`src/rtl/branch_resolve_unit_if.sv`:
```
// branch_resolve_unit_if: decode-side branch inputs, fetch lookup and redirect/statistics outputs
interface branch_resolve_unit_if #(parameter int ADDR_W = 32);
   logic              id_valid;
   logic              id_is_branch;
   logic              id_is_bne;
   logic              id_pred_taken;
   logic [ADDR_W-1:0] id_pc;
   logic [ADDR_W-1:0] id_imm;
   logic              sig_eq;
   logic              operands_ready;
   logic [ADDR_W-1:0] if_pc;
   logic              predict_taken;
   logic              stall_id;
   logic              flush_ifid;
   logic              pc_redirect_valid;
   logic [ADDR_W-1:0] pc_redirect;
   logic [15:0]       branch_count;
   logic [15:0]       mispredict_count;
   modport master (
      output id_valid, id_is_branch, id_is_bne, id_pred_taken, id_pc, id_imm, sig_eq, operands_ready, if_pc,
      input  predict_taken, stall_id, flush_ifid, pc_redirect_valid, pc_redirect, branch_count, mispredict_count
   );
   modport slave (
      input  id_valid, id_is_branch, id_is_bne, id_pred_taken, id_pc, id_imm, sig_eq, operands_ready, if_pc,
      output predict_taken, stall_id, flush_ifid, pc_redirect_valid, pc_redirect, branch_count, mispredict_count
   );
endinterface

```
`src/rtl/branch_resolve_unit.sv`:
```
// branch_resolve_unit: decode-stage BEQ/BNE resolution, stall, one-cycle redirect/flush, statistics;
// define BRANCH_PREDICT_EN to add the 2-bit branch history table for fetch-time prediction.
module branch_resolve_unit #(
   parameter int ADDR_W      = 32,
   parameter int BHT_ENTRIES = 16
) (
   input logic                 clk,
   input logic                 reset,
   branch_resolve_unit_if.slave bus
);
   typedef enum logic [1:0] {S_IDLE, S_WAIT, S_REDIRECT} state_t;
   state_t            state_q;
   logic              redirect_q;
   logic [ADDR_W-1:0] pc_redirect_q;
   logic [15:0]       branch_cnt_q, mispred_cnt_q;
   logic              branch, resolve, taken, pred, mispredict;
   logic [ADDR_W-1:0] fall_through, target;
   always_comb begin
      branch       = bus.id_valid & bus.id_is_branch & (state_q != S_REDIRECT);
      resolve      = branch & bus.operands_ready;
      taken        = bus.sig_eq ^ bus.id_is_bne;
      mispredict   = resolve & (taken != pred);
      fall_through = bus.id_pc + ADDR_W'(4);
      target       = fall_through + (bus.id_imm << 2);
   end
   assign bus.stall_id          = branch & !bus.operands_ready;
   assign bus.flush_ifid        = redirect_q;
   assign bus.pc_redirect_valid = redirect_q;
   assign bus.pc_redirect       = pc_redirect_q;
   assign bus.branch_count      = branch_cnt_q;
   assign bus.mispredict_count  = mispred_cnt_q;
   always_ff @(posedge clk) begin
      if (reset) begin
         state_q       <= S_IDLE;
         redirect_q    <= 1'b0;
         pc_redirect_q <= '0;
         branch_cnt_q  <= '0;
         mispred_cnt_q <= '0;
      end else begin
         state_q    <= mispredict ? S_REDIRECT : bus.stall_id ? S_WAIT : S_IDLE;
         redirect_q <= mispredict;
         if (mispredict) pc_redirect_q <= taken ? target : fall_through;
         if (resolve) branch_cnt_q <= branch_cnt_q + 16'(branch_cnt_q != 16'hFFFF);
         if (mispredict) mispred_cnt_q <= mispred_cnt_q + 16'(mispred_cnt_q != 16'hFFFF);
      end
   end
`ifdef BRANCH_PREDICT_EN
   localparam int IDX_W = $clog2(BHT_ENTRIES);
   logic [1:0]       bht_q [BHT_ENTRIES];
   logic [IDX_W-1:0] upd_idx, look_idx;
   logic             unused;
   assign upd_idx           = bus.id_pc[IDX_W+1:2];
   assign look_idx          = bus.if_pc[IDX_W+1:2];
   assign pred              = bus.id_pred_taken;
   assign bus.predict_taken = bht_q[look_idx][1];
   assign unused            = ^{bus.if_pc[ADDR_W-1:IDX_W+2], bus.if_pc[1:0]};
   // Lookup reads the registered table, so a same-cycle update is seen only next cycle
   always_ff @(posedge clk) begin
      if (reset) begin
         for (int i = 0; i < BHT_ENTRIES; i++) bht_q[i] <= 2'b01;
      end else if (resolve) begin
         bht_q[upd_idx] <= taken ? bht_q[upd_idx] + 2'(bht_q[upd_idx] != 2'b11)
                                 : bht_q[upd_idx] - 2'(bht_q[upd_idx] != 2'b00);
      end
   end
`else
   logic unused;
   assign pred              = 1'b0;
   assign bus.predict_taken = 1'b0;
   assign unused            = ^{bus.id_pred_taken, bus.if_pc};
`endif
endmodule

```
`src/flat_wrapper.sv`:
```
// flat-port wrapper written by rule: the top's interface ports become plain ports
module branch_resolve_unit_flat 
#(
   parameter int ADDR_W      = 32,
   parameter int BHT_ENTRIES = 16
)
  (clk, reset, bus_id_valid, bus_id_is_branch, bus_id_is_bne, bus_id_pred_taken, bus_id_pc, bus_id_imm, bus_sig_eq, bus_operands_ready, bus_if_pc, bus_predict_taken, bus_stall_id, bus_flush_ifid, bus_pc_redirect_valid, bus_pc_redirect, bus_branch_count, bus_mispredict_count);
  branch_resolve_unit_if #(.ADDR_W(ADDR_W)) bus_i ();
  input logic clk;
  input logic reset;
  input wire logic [$bits(bus_i.id_valid)-1:0] bus_id_valid;
  input wire logic [$bits(bus_i.id_is_branch)-1:0] bus_id_is_branch;
  input wire logic [$bits(bus_i.id_is_bne)-1:0] bus_id_is_bne;
  input wire logic [$bits(bus_i.id_pred_taken)-1:0] bus_id_pred_taken;
  input wire logic [$bits(bus_i.id_pc)-1:0] bus_id_pc;
  input wire logic [$bits(bus_i.id_imm)-1:0] bus_id_imm;
  input wire logic [$bits(bus_i.sig_eq)-1:0] bus_sig_eq;
  input wire logic [$bits(bus_i.operands_ready)-1:0] bus_operands_ready;
  input wire logic [$bits(bus_i.if_pc)-1:0] bus_if_pc;
  output wire logic [$bits(bus_i.predict_taken)-1:0] bus_predict_taken;
  output wire logic [$bits(bus_i.stall_id)-1:0] bus_stall_id;
  output wire logic [$bits(bus_i.flush_ifid)-1:0] bus_flush_ifid;
  output wire logic [$bits(bus_i.pc_redirect_valid)-1:0] bus_pc_redirect_valid;
  output wire logic [$bits(bus_i.pc_redirect)-1:0] bus_pc_redirect;
  output wire logic [$bits(bus_i.branch_count)-1:0] bus_branch_count;
  output wire logic [$bits(bus_i.mispredict_count)-1:0] bus_mispredict_count;
  assign bus_i.id_valid = bus_id_valid;
  assign bus_i.id_is_branch = bus_id_is_branch;
  assign bus_i.id_is_bne = bus_id_is_bne;
  assign bus_i.id_pred_taken = bus_id_pred_taken;
  assign bus_i.id_pc = bus_id_pc;
  assign bus_i.id_imm = bus_id_imm;
  assign bus_i.sig_eq = bus_sig_eq;
  assign bus_i.operands_ready = bus_operands_ready;
  assign bus_i.if_pc = bus_if_pc;
  assign bus_predict_taken = bus_i.predict_taken;
  assign bus_stall_id = bus_i.stall_id;
  assign bus_flush_ifid = bus_i.flush_ifid;
  assign bus_pc_redirect_valid = bus_i.pc_redirect_valid;
  assign bus_pc_redirect = bus_i.pc_redirect;
  assign bus_branch_count = bus_i.branch_count;
  assign bus_mispredict_count = bus_i.mispredict_count;
  branch_resolve_unit #(.ADDR_W(ADDR_W), .BHT_ENTRIES(BHT_ENTRIES)) u_core (.clk(clk), .reset(reset), .bus(bus_i));
endmodule
```
`config.mk`:
```
export PLATFORM = sky130hd
export DESIGN_NAME = branch_resolve_unit_flat
export DESIGN_NICKNAME = d
export VERILOG_FILES = /design/src/rtl/branch_resolve_unit_if.sv /design/src/rtl/branch_resolve_unit.sv /design/src/flat_wrapper.sv
export SDC_FILE = /design/constraint.sdc
export NUM_CORES = 1
export LEC_CHECK = 0
export CAP_MARGIN = 20
export CORE_ASPECT_RATIO = 0.6
export CORE_UTILIZATION = 30
export CTS_BUF_LIST = sky130_fd_sc_hd__clkbuf_8 sky130_fd_sc_hd__clkbuf_16
export CTS_CLUSTER_DIAMETER = 60
export DETAILED_ROUTE_END_ITERATION = 16
export GPL_TIMING_DRIVEN = 0
export SYNTH_ARGS = -nofsm -noshare
export SYNTH_HDL_FRONTEND = slang
export SYNTH_SLANG_ARGS = --single-unit
export TNS_END_PERCENT = 20
```
`constraint.sdc`:
```
create_clock -name clk -period 4 [get_ports clk]
set_input_delay 0.8 -clock clk [delete_from_list [all_inputs] [get_ports clk]]
set_output_delay 0.8 -clock clk [all_outputs]
set_load 0.005 [all_outputs]
```
==> impl_metrics.tcl, run 1 <==
set metrics [dict create \
    syn_area_um2 4735 \
    place.gp.congestion 0.8689 \
    fp.dieW_um 164.2 \
    use_met2_pct 25.25 \
    start_util_pct 30.80 \
    netlist_instances 612 \
    drt_pre_antenna_iters 4 \
    yosysWarnings 0 \
    synth_nets 758 \
    min_path_type "reg -> reg" \
    grt_pass1_wl_um 23680 \
    portBuffers 134 \
    min_period_ns 3.817 \
    worstPathRequired_ns 4.22 \
    synth_edf_count 0 \
    cp-start-kind "primary input" \
    avgViaCountPerCell 4.954 \
    final_area_um2 6907 \
    routedWlPerCell_um 14.99 \
    tns_ns 0 \
    post-route-util_pct 44.93 \
    cp-startpoint "bus_id_pc[13]" \
    worst_pin_slew_ns 0.6538 \
    critPathBufInv 2 \
    irDropWorstVdd_uv 210.4 \
    arrival_ns 4.03 \
    max_freq_mhz 262.0 \
    antenna_found_initial 0 \
    powerDensity_nw_per_um2 285.4 \
    fillCellCount 1536 \
    cts_sinks 66 \
    fin_skew_ns 0.006023 \
    ys_seq_elements 66 \
    grt-busiest-layer "met1" \
    synthFlopType "dfxtp_1" \
    max_stage_delay_ns 0.53 \
    drtAntennaViolNets 0 \
    hold_start "u_core.bus.pc_redirect[8]$_SDFFE_PP0P_" \
    end_kind "flop" \
    grt_use_met1_pct 28.26 \
    hold_buffers 0 \
    p_switching_w 0.0005422 \
    clk_latency_ns 0.33 \
    cts_made_buffers 9 \
    ios 172 \
    total_power_w 0.001971 \
    critical-path-top-delay-family "compound AO/OA/AOI/OAI gates" \
    insertedDiodeCount 0 \
    cts_buffer_depth 2 \
    num_vias 4820 \
    maxCapViolCount 0 \
    clock-root-buffer "clkbuf_16" \
    drive_gt1_share_pct 8.571 \
    sw_frac_of_total_pct 27.51 \
    rows 35 \
    syn_avg_cell_area_um2 7.736 \
    yosysUniqueCellTypes 55 \
    p_seq_share_pct 34.4 \
    area_delta_synth_final_pct 45.88 \
    final_cell_mix "clkdlybuf4s50_1, nand2_1, dfxtp_1" \
    grt_pass1_vias 4527 \
    coreArea_um2 15370 \
    async_reset_ff_share_pct 0 \
    cts_htree_levels 3 \
    rsz0062_at_grt "no" \
    drc 0 \
    combPwrFrac_pct 25.0 \
    tritoncts "yes" \
    hold_violations 0 \
    path_cells "clkdlybuf4s50_1, nand4_1, nor2_2, buf_4, nand4_1, xnor2_1, ha_1, a21oi_1, o211ai_1, a211oi_1, o21ai_1, or2_2, a221o_1" \
    grt_overflow 0 \
    cp_slowest_cell "clkdlybuf4s50_1" \
    drt_iter0_drc 278 \
    ys_seq_area_share_pct 27.91 \
    totalWireLength_um 14590 \
    finalSetupViolCount 0 \
    hpwl_um 11690 \
    grt_max_degree 11 \
    cp_common_cell "nand4_1" \
    die_h_um 99.31 \
    slew_headroom_pct 56.01 \
    die-area_um2 16300 \
    layout_worst_path_cycle_share_pct 95.42 \
    p_leak_nw 2.588 \
    pwr-share-clk_pct 40.6 \
    final_common_cell "clkdlybuf4s50_1" \
    status "finished, final reports clean" \
    fin_nets 912 \
    slew_viol_final 0 \
    path_max_fanout 6 \
    dpl-instance-area_um2 6330 \
    clkTransAtPathRegs_ns 0.05 \
    grt_usage_pct 18.45 \
    use_met3_pct 4.754 \
    p_int_w 0.001429 \
    crit_type "in -> reg" \
    r2r_start "u_core.bus.mispredict_count[4]$_SDFFE_PP0P_" \
]
stage by stage:
stage,instances,hold WS [ns],setup WS [ns]
2_1_floorplan,612,0.4419,0.6053
3_3_place_gp,949,0.4389,-0.6496
3_5_place_dp,949,0.4450,-0.6733
4_1_cts,966,0.4507,-0.04775
5_1_grt,973,0.4723,0.005660
6_report,973,0.4512,0.1833
metal layers:
layer  part of all wire [%]  wire (um)
met1                     55       7988
met2                     38       5508
met3                    6.8        989
met4                   0.71        103
met5                      0          0
final timing paths:
| check | endpoint | slack, ns | cells after the start |
|---|---|---|---|
| setup / recovery | u_core.bus.pc_redirect[25]$_SDFFE_PP0P_ | 0.18 | 13 |
| hold / removal | u_core.bus.pc_redirect[8]$_SDFFE_PP0P_ | 0.45 | 2 |
| setup reg to reg | u_core.bus.mispredict_count[14]$_SDFFE_PP0P_ | 1.51 | 10 |
| hold reg to reg | u_core.bus.pc_redirect[8]$_SDFFE_PP0P_ | 0.45 | 2 |
registers in the layout, indices dropped and copies added (netlist names):
register,cells
u_core.bus.pc_redirect,32
u_core.bus.branch_count,16
u_core.bus.flush_ifid,1
u_core.state_q,1
u_core.bus.mispredict_count,16
power groups by stage:
stage | clock network [W] | logic [W] | registers [W]
finish | 0.000800 | 0.000492 | 0.000679
global placement | 0 | 0.000462 | 0.000692
CTS | 0.000817 | 0.000470 | 0.000678
global route | 0.000841 | 0.000545 | 0.000680
detailed placement | 0 | 0.000464 | 0.000692
floorplan | 0 | 0.000277 | 0.000692
repair_timing:
item | CTS | global route
buffers inserted | 2 | 8
gates resized for setup | 8 | 38
pin swaps | 2 | 13
endpoints found under the setup margin | 12 | 17
logic make-up (layout without fill, tap and decap cells):
group,count (synthesis),in the layout,synth area share (%)
simple gates,256,256,25.63
compound gates,137,137,17.79
xor+xnor,76,76,14.06
flops,66,66,27.91
fa+ha+maj,42,42,11.26
buf+inv,31,189,2.642
mux,3,3,0.6343
other cells,1,1,0.07921
worst min-delay path, delay by kind of cell, from the launching register on:
family / cells / cell delay (ns)
DFF: 1 / 0.31
and+or+nand+nor: 1 / 0.05
AOI/OAI and AO/OA: 1 / 0.05
synth_stat cells (all sizes together), types with 2 or more instances:
cell / instances / area [um^2]
nor2: 57 / 214.0
a21boi: 2 / 15.01
nand2b: 4 / 25.02
dfxtp: 66 / 1321
nor3: 10 / 50.05
and3: 11 / 70.07
or3: 8 / 50.05
o31ai: 2 / 28.78
o211ai: 8 / 60.06
or2: 4 / 25.02
ha: 41 / 513.0
inv: 12 / 45.04
a21o: 6 / 46.30
nand3: 28 / 140.1
xor2: 34 / 297.8
o21a: 6 / 45.04
buf: 3 / 20.01
nor4: 3 / 18.77
and4: 4 / 35.03
a31oi: 2 / 12.51
o21bai: 3 / 22.52
o21ai: 38 / 190.2
and2: 5 / 32.53
nand3b: 2 / 15.01
a221oi: 2 / 17.52
a211oi: 6 / 45.04
nand2: 92 / 347.8
mux2i: 3 / 30.03
nor2b: 3 / 18.77
xnor2: 42 / 367.9
a211o: 2 / 17.52
a21oi: 53 / 265.3
nor3b: 2 / 20.02
clkbuf: 16 / 60.06
nand4: 20 / 125.1
final cells by class:
cell class	count	area, um^2	area share (%)
Multi-Input combinational cell	515	3458	50.07
Timing Repair Buffer	144	1446	20.94
Sequential cell	66	1321	19.13
Clock buffer	12	266.5	3.859
Tap cell	203	254.0	3.678
Buffer	18	76.32	1.105
Inverter	12	45.04	0.6522
Clock inverter	3	38.79	0.5616
No activity file was read; power rests on OpenSTA's default activity.
==> run 2: changes to the inputs <==
==> constraint.sdc (replaced) <==
create_clock -name clk -period 4 [get_ports clk]
set_input_delay 0.4 -clock clk [delete_from_list [all_inputs] [get_ports clk]]
set_output_delay 0.4 -clock clk [all_outputs]
set_load 0.005 [all_outputs]
==> run 2 against run 1 <==
Effect of this change:
- utilization down 1.5 points
- first-iteration DRC count is 13% higher
- count of clock-buffer cells in the layout is the same
- highest routed layer unchanged
==> impl_metrics.tcl, run 2 (synthesis results as in run 1) <==
set metrics [dict create \
    status "finished, final reports clean" \
    min_period_ns 3.710 \
    drive_gt1_share_pct 4.593 \
    antenna_found_initial 0 \
    slew_viol_final 0 \
    maxCapViolCount 0 \
    cp-start-kind "primary input" \
    worst_pin_slew_ns 0.6815 \
    fin_nets 904 \
    tns_ns 0 \
    avgViaCountPerCell 4.949 \
    cts_made_buffers 9 \
    place.gp.congestion 0.8689 \
    hold_start "u_core.bus.pc_redirect[8]$_SDFFE_PP0P_" \
    cp-startpoint "bus_id_pc[5]" \
    dp_slack_ns -0.2733 \
    hpwl_um 11690 \
    max_freq_mhz 269.6 \
    cts_htree_levels 3 \
    fin_ws_ns 0.2902 \
    grt_pass1_vias 4502 \
    routedWlPerCell_um 14.99 \
    r2r_cells 10 \
    drt_iter0_drc 314 \
    holdWs_ns 0.4513 \
    rrSetupSlack_ns 1.51 \
    portBuffers 134 \
    coreArea_um2 15370 \
    end_kind "flop" \
    hold_violations 0 \
    fp.dieW_um 164.2 \
    cts_sinks 66 \
    largest_reg_flops 32 \
    arrival_ns 3.93 \
    r2r_start "u_core.bus.mispredict_count[4]$_SDFFE_PP0P_" \
    cts_buffer_depth 2 \
    powerDensity_nw_per_um2 291.9 \
    area_delta_synth_final_pct 41.15 \
    finalSetupViolCount 0 \
    slew_headroom_pct 54.40 \
    grt_max_degree 11 \
    path_max_fanout 6 \
    min_path_type "reg -> reg" \
    fin_cells 965 \
    die-area_um2 16300 \
    layout_worst_path_cycle_share_pct 92.75 \
    num_vias 4776 \
    grt_overflow 0 \
    grt_usage_pct 18.35 \
    crit_type "in -> reg" \
    tritoncts "yes" \
    post-route-util_pct 43.48 \
    drc 0 \
    clkTransAtPathRegs_ns 0.05 \
    drtAntennaViolNets 0 \
    irDropWorstVdd_uv 210.3 \
    rows 35 \
    rsz0062_at_grt "yes" \
    p_leak_nw 2.453 \
    clock-root-buffer "clkbuf_16" \
    drt_pre_antenna_iters 5 \
    min_path_cells 2 \
    place_inst 949 \
    ios 172 \
    clk_latency_ns 0.33 \
    grt_pass1_wl_um 23570 \
    start_util_pct 30.80 \
    final_common_cell "clkdlybuf4s50_1" \
    totalWireLength_um 14460 \
    hold_buffers 0 \
    fin_skew_ns 0.005683 \
    insertedDiodeCount 0 \
    die_h_um 99.31 \
    final_cell_mix "clkdlybuf4s50_1, nand2_1, dfxtp_1" \
    worstPathRequired_ns 4.22 \
]
## run 2: cell types whose count changed in the layout (fill, tap and decap cells not counted), moves of 2 or more
cell             delta
buf_4               -8
clkdlybuf4s50_1     +7
dlymetal6s2s_1      -7
ha_1                +6
a21oi_1             +5
ha_2                -5
a21oi_2             -4
o21ai_0             +3
o21ai_1             -3
xnor2_1             +2
xnor2_2             -2
## run 2: worst max-delay path, cell delays in order
cell	delay, ns
clkdlybuf4s50_1	0.56
and4_1	0.28
nand2_1	0.13
nor2_4	0.25
nand2_1	0.10
xnor2_1	0.13
ha_1	0.36
a21oi_1	0.36
o21ai_0	0.23
a41oi_1	0.28
o21ai_0	0.20
or2_2	0.35
a221o_1	0.29
## run 2: report_power, final
| group | switching [W] | internal [W] |
|---|---|---|
| sequential | 0.00000783 | 0.000671 |
| combinational | 0.000250 | 0.000222 |
| clock | 0.000274 | 0.000526 |
| total | 0.000532 | 0.00142 |
## run 2: area by class of cell
cell class | instances | area (um^2)
fillers | 1565 | 8688
multi-input cells | 515 | 3328
repair buffers | 135 | 1349
flip-flops and latches | 66 | 1321
clock buffers | 12 | 266.5
well taps | 203 | 254.0
plain buffers | 19 | 80.08
inverters | 12 | 45.04
clock inverters | 3 | 38.79
## run 2: final timing paths
kind	end
hold reg to reg	u_core.bus.pc_redirect[8]$_SDFFE_PP0P_
setup / recovery	u_core.bus.pc_redirect[25]$_SDFFE_PP0P_
hold / removal	u_core.bus.pc_redirect[8]$_SDFFE_PP0P_
setup reg to reg	u_core.bus.mispredict_count[14]$_SDFFE_PP0P_
## run 2: per-stage QoR
stage	power, W	area, um^2
2_1_floorplan	0.0009693	4735
3_3_place_gp	0.001154	6330
3_5_place_dp	0.001156	6330
4_1_cts	0.001962	6635
5_1_grt	0.002045	6683
6_report	0.001950	6683
## run 2: routing by layer
layer | GRT usage [%] | part of all wire, % | vias up
met4 | 3.846 | 0.71 | 0
met5 | 0 | 0 | -
li1 | - | - | 2458
met2 | 24.99 | 37 | 132
met3 | 4.754 | 6.7 | 11
met1 | 28.18 | 55 | 2175
## run 2: what timing repair did
item | in CTS | in global routing
buffers inserted | 0 | 1
endpoints found under the setup margin | 0 | 10
gates resized for setup | 0 | 8
endpoints found under the hold margin | 0 | 0
==> run 3: changes to the inputs <==
--- a/config.mk
+++ b/config.mk
@@ -7,9 +7,11 @@
 export LEC_CHECK = 0
 export CAP_MARGIN = 20
 export CORE_ASPECT_RATIO = 0.6
+export CORE_MARGIN = 2
 export CORE_UTILIZATION = 30
 export CTS_BUF_LIST = sky130_fd_sc_hd__clkbuf_8 sky130_fd_sc_hd__clkbuf_16
 export CTS_CLUSTER_DIAMETER = 60
+export CTS_CLUSTER_SIZE = 28
 export DETAILED_ROUTE_END_ITERATION = 16
 export GPL_TIMING_DRIVEN = 0
 export SYNTH_ARGS = -nofsm -noshare
==> run 3 against run 2 <==
Effect of this change:
- non-clock buffer count increased by 1
- sequential cell count unchanged
- critical path type unchanged
- worst hold slack got worse by 0.0016 ns
- final area about the same
- sequential share of layout area about the same
- final cell count increased by 0.21%
- via count decreased by 0.59%
- critical path depth unchanged
- largest power group unchanged
- wire length increased by 0.31%
- combinational power about the same
- power decreased by 0.46%
==> impl_metrics.tcl, run 3 (synthesis results as in run 1) <==
set metrics [dict create \
    totalWireLength_um 14510 \
    worstPathRequired_ns 4.21 \
    hpwl_um 11830 \
    ios 172 \
    tns_ns 0 \
    r2r_cells 10 \
    routedWlPerCell_um 15.00 \
    total_power_w 0.001941 \
    coreArea_um2 15370 \
    drt_pre_antenna_iters 5 \
    rr_endpoint "u_core.bus.mispredict_count[12]$_SDFFE_PP0P_" \
    grt_max_degree 12 \
    irDropWorstVdd_uv 223.7 \
    antenna_found_initial 0 \
    cp-start-kind "primary input" \
    num_vias 4748 \
    avgViaCountPerCell 4.910 \
    drc 0 \
    cp-startpoint "bus_id_pc[5]" \
    clock-root-buffer "clkbuf_16" \
    fp.dieW_um 166.2 \
    slew_viol_final 0 \
    powerDensity_nw_per_um2 290.6 \
    largest_reg_flops 32 \
    grt_pass1_wl_um 23070 \
    clk_latency_ns 0.32 \
    drtAntennaViolNets 0 \
    end_kind "flop" \
    final_cell_mix "clkdlybuf4s50_1, nand2_1, dfxtp_1" \
    cts_htree_levels 3 \
    grt_pass1_vias 4349 \
    grt_overflow 0 \
    final_common_cell "clkdlybuf4s50_1" \
    insertedDiodeCount 0 \
    drive_gt1_share_pct 4.712 \
    rrSetupSlack_ns 1.52 \
    dpl-instance-area_um2 6330 \
    fillCellCount 1560 \
    drt_iter0_drc 274 \
    portBuffers 134 \
    cts_sinks 66 \
    start_util_pct 30.80 \
    path_max_fanout 6 \
    cts_buffer_depth 2 \
    fin_nets 905 \
    clkTransAtPathRegs_ns 0.05 \
    min_period_ns 3.717 \
    cts_made_buffers 9 \
    rows 35 \
    rsz0062_at_grt "no" \
    tritoncts "yes" \
    fin_skew_ns 0.003741 \
    p_leak_nw 2.454 \
    status "finished, final reports clean" \
    area_delta_synth_final_pct 41.12 \
    finalSetupViolCount 0 \
    hold_violations 0 \
    r2r_start "u_core.bus.mispredict_count[4]$_SDFFE_PP0P_" \
    die_h_um 101.3 \
    hold_buffers 0 \
    crit_type "in -> reg" \
    grt_usage_pct 17.17 \
    worst_pin_slew_ns 0.7406 \
    min_path_type "reg -> reg" \
    final_area_um2 6681 \
    place.gp.congestion 0.8750 \
    multi_input_area_um2 3319 \
    maxCapViolCount 0 \
    arrival_ns 3.93 \
    ff_latch_area_um2 1321 \
    max_freq_mhz 269.0 \
    die-area_um2 16840 \
    slew_headroom_pct 50.17 \
    layout_worst_path_cycle_share_pct 92.94 \
    cp-endpoint "u_core.bus.pc_redirect[25]$_SDFFE_PP0P_" \
]
==> run 3: routing by layer <==
metal | vias to the layer above | GRT usage, % | routed length (um)
met3 | 4 | 4.494 | 963
met5 | - | 0 | 0
met2 | 134 | 23.36 | 5425
met4 | 0 | 2.609 | 39
li1 | 2462 | - | -
met1 | 2148 | 26.91 | 8078
==> run 3: stage by stage <==
step,utilization (%),hold WS (ns),setup WS [ns],instances
after floorplan,-,0.4419,1.005,612
after global placement,41.18,0.4405,-0.2371,949
after detailed placement,41.18,0.4449,-0.2768,949
after CTS,43.17,0.4523,0.04340,965
after global routing,43.47,0.4749,0.001744,967
final,43.47,0.4497,0.2825,967
==> run 3: worst min-delay path by stage <==
stage,startpoint,to,slack (ns),cells past startpoint
CTS,u_core.bus.pc_redirect[18]$_SDFFE_PP0P_,u_core.bus.pc_redirect[18]$_SDFFE_PP0P_,0.45,2
global route,u_core.bus.pc_redirect[18]$_SDFFE_PP0P_,u_core.bus.pc_redirect[18]$_SDFFE_PP0P_,0.47,2
floorplan,u_core.bus.pc_redirect[27]$_SDFFE_PP0P_,u_core.bus.pc_redirect[27]$_SDFFE_PP0P_,0.44,2
global placement,u_core.bus.pc_redirect[18]$_SDFFE_PP0P_,u_core.bus.pc_redirect[18]$_SDFFE_PP0P_,0.44,2
detailed placement,u_core.bus.pc_redirect[18]$_SDFFE_PP0P_,u_core.bus.pc_redirect[18]$_SDFFE_PP0P_,0.44,2
finish,u_core.bus.pc_redirect[18]$_SDFFE_PP0P_,u_core.bus.pc_redirect[18]$_SDFFE_PP0P_,0.45,2
==> run 3: report_power, final <==
group,switching [W],total (W),internal (W)
Clock,0.000281,0.000794,0.000513
Combinational,0.000248,0.000469,0.000222
Sequential,0.00000778,0.000678,0.000671
Total,0.000537,0.00194,0.00140
==> run 3: worst max-delay path, cell delays in order <==
cell and delay, ns:
clkdlybuf4s50_1 0.57, and4_1 0.27, nand2_1 0.13, nor2_4 0.26, nand2_1 0.11, xnor2_1 0.13
ha_1 0.36, a21oi_1 0.35, o21ai_0 0.23, a41oi_1 0.28, o21ai_0 0.19, or2_2 0.35
a221o_1 0.29
==> run 3: repair_timing <==
action / 4_1_cts / 5_1_grt
resized for setup: 0 / 6
endpoints found under the setup margin: 0 / 9
setup buffers: 0 / 2
==> run 3: area by class of cell <==
class | count | area share (%)
plain buffers | 19 | 1.199
clock buffers | 11 | 3.783
clock inverters | 5 | 0.7865
inverters | 12 | 0.6742
multi-input cells | 515 | 49.68
flip-flops and latches | 66 | 19.78
well taps | 203 | 3.802
repair buffers | 136 | 20.30
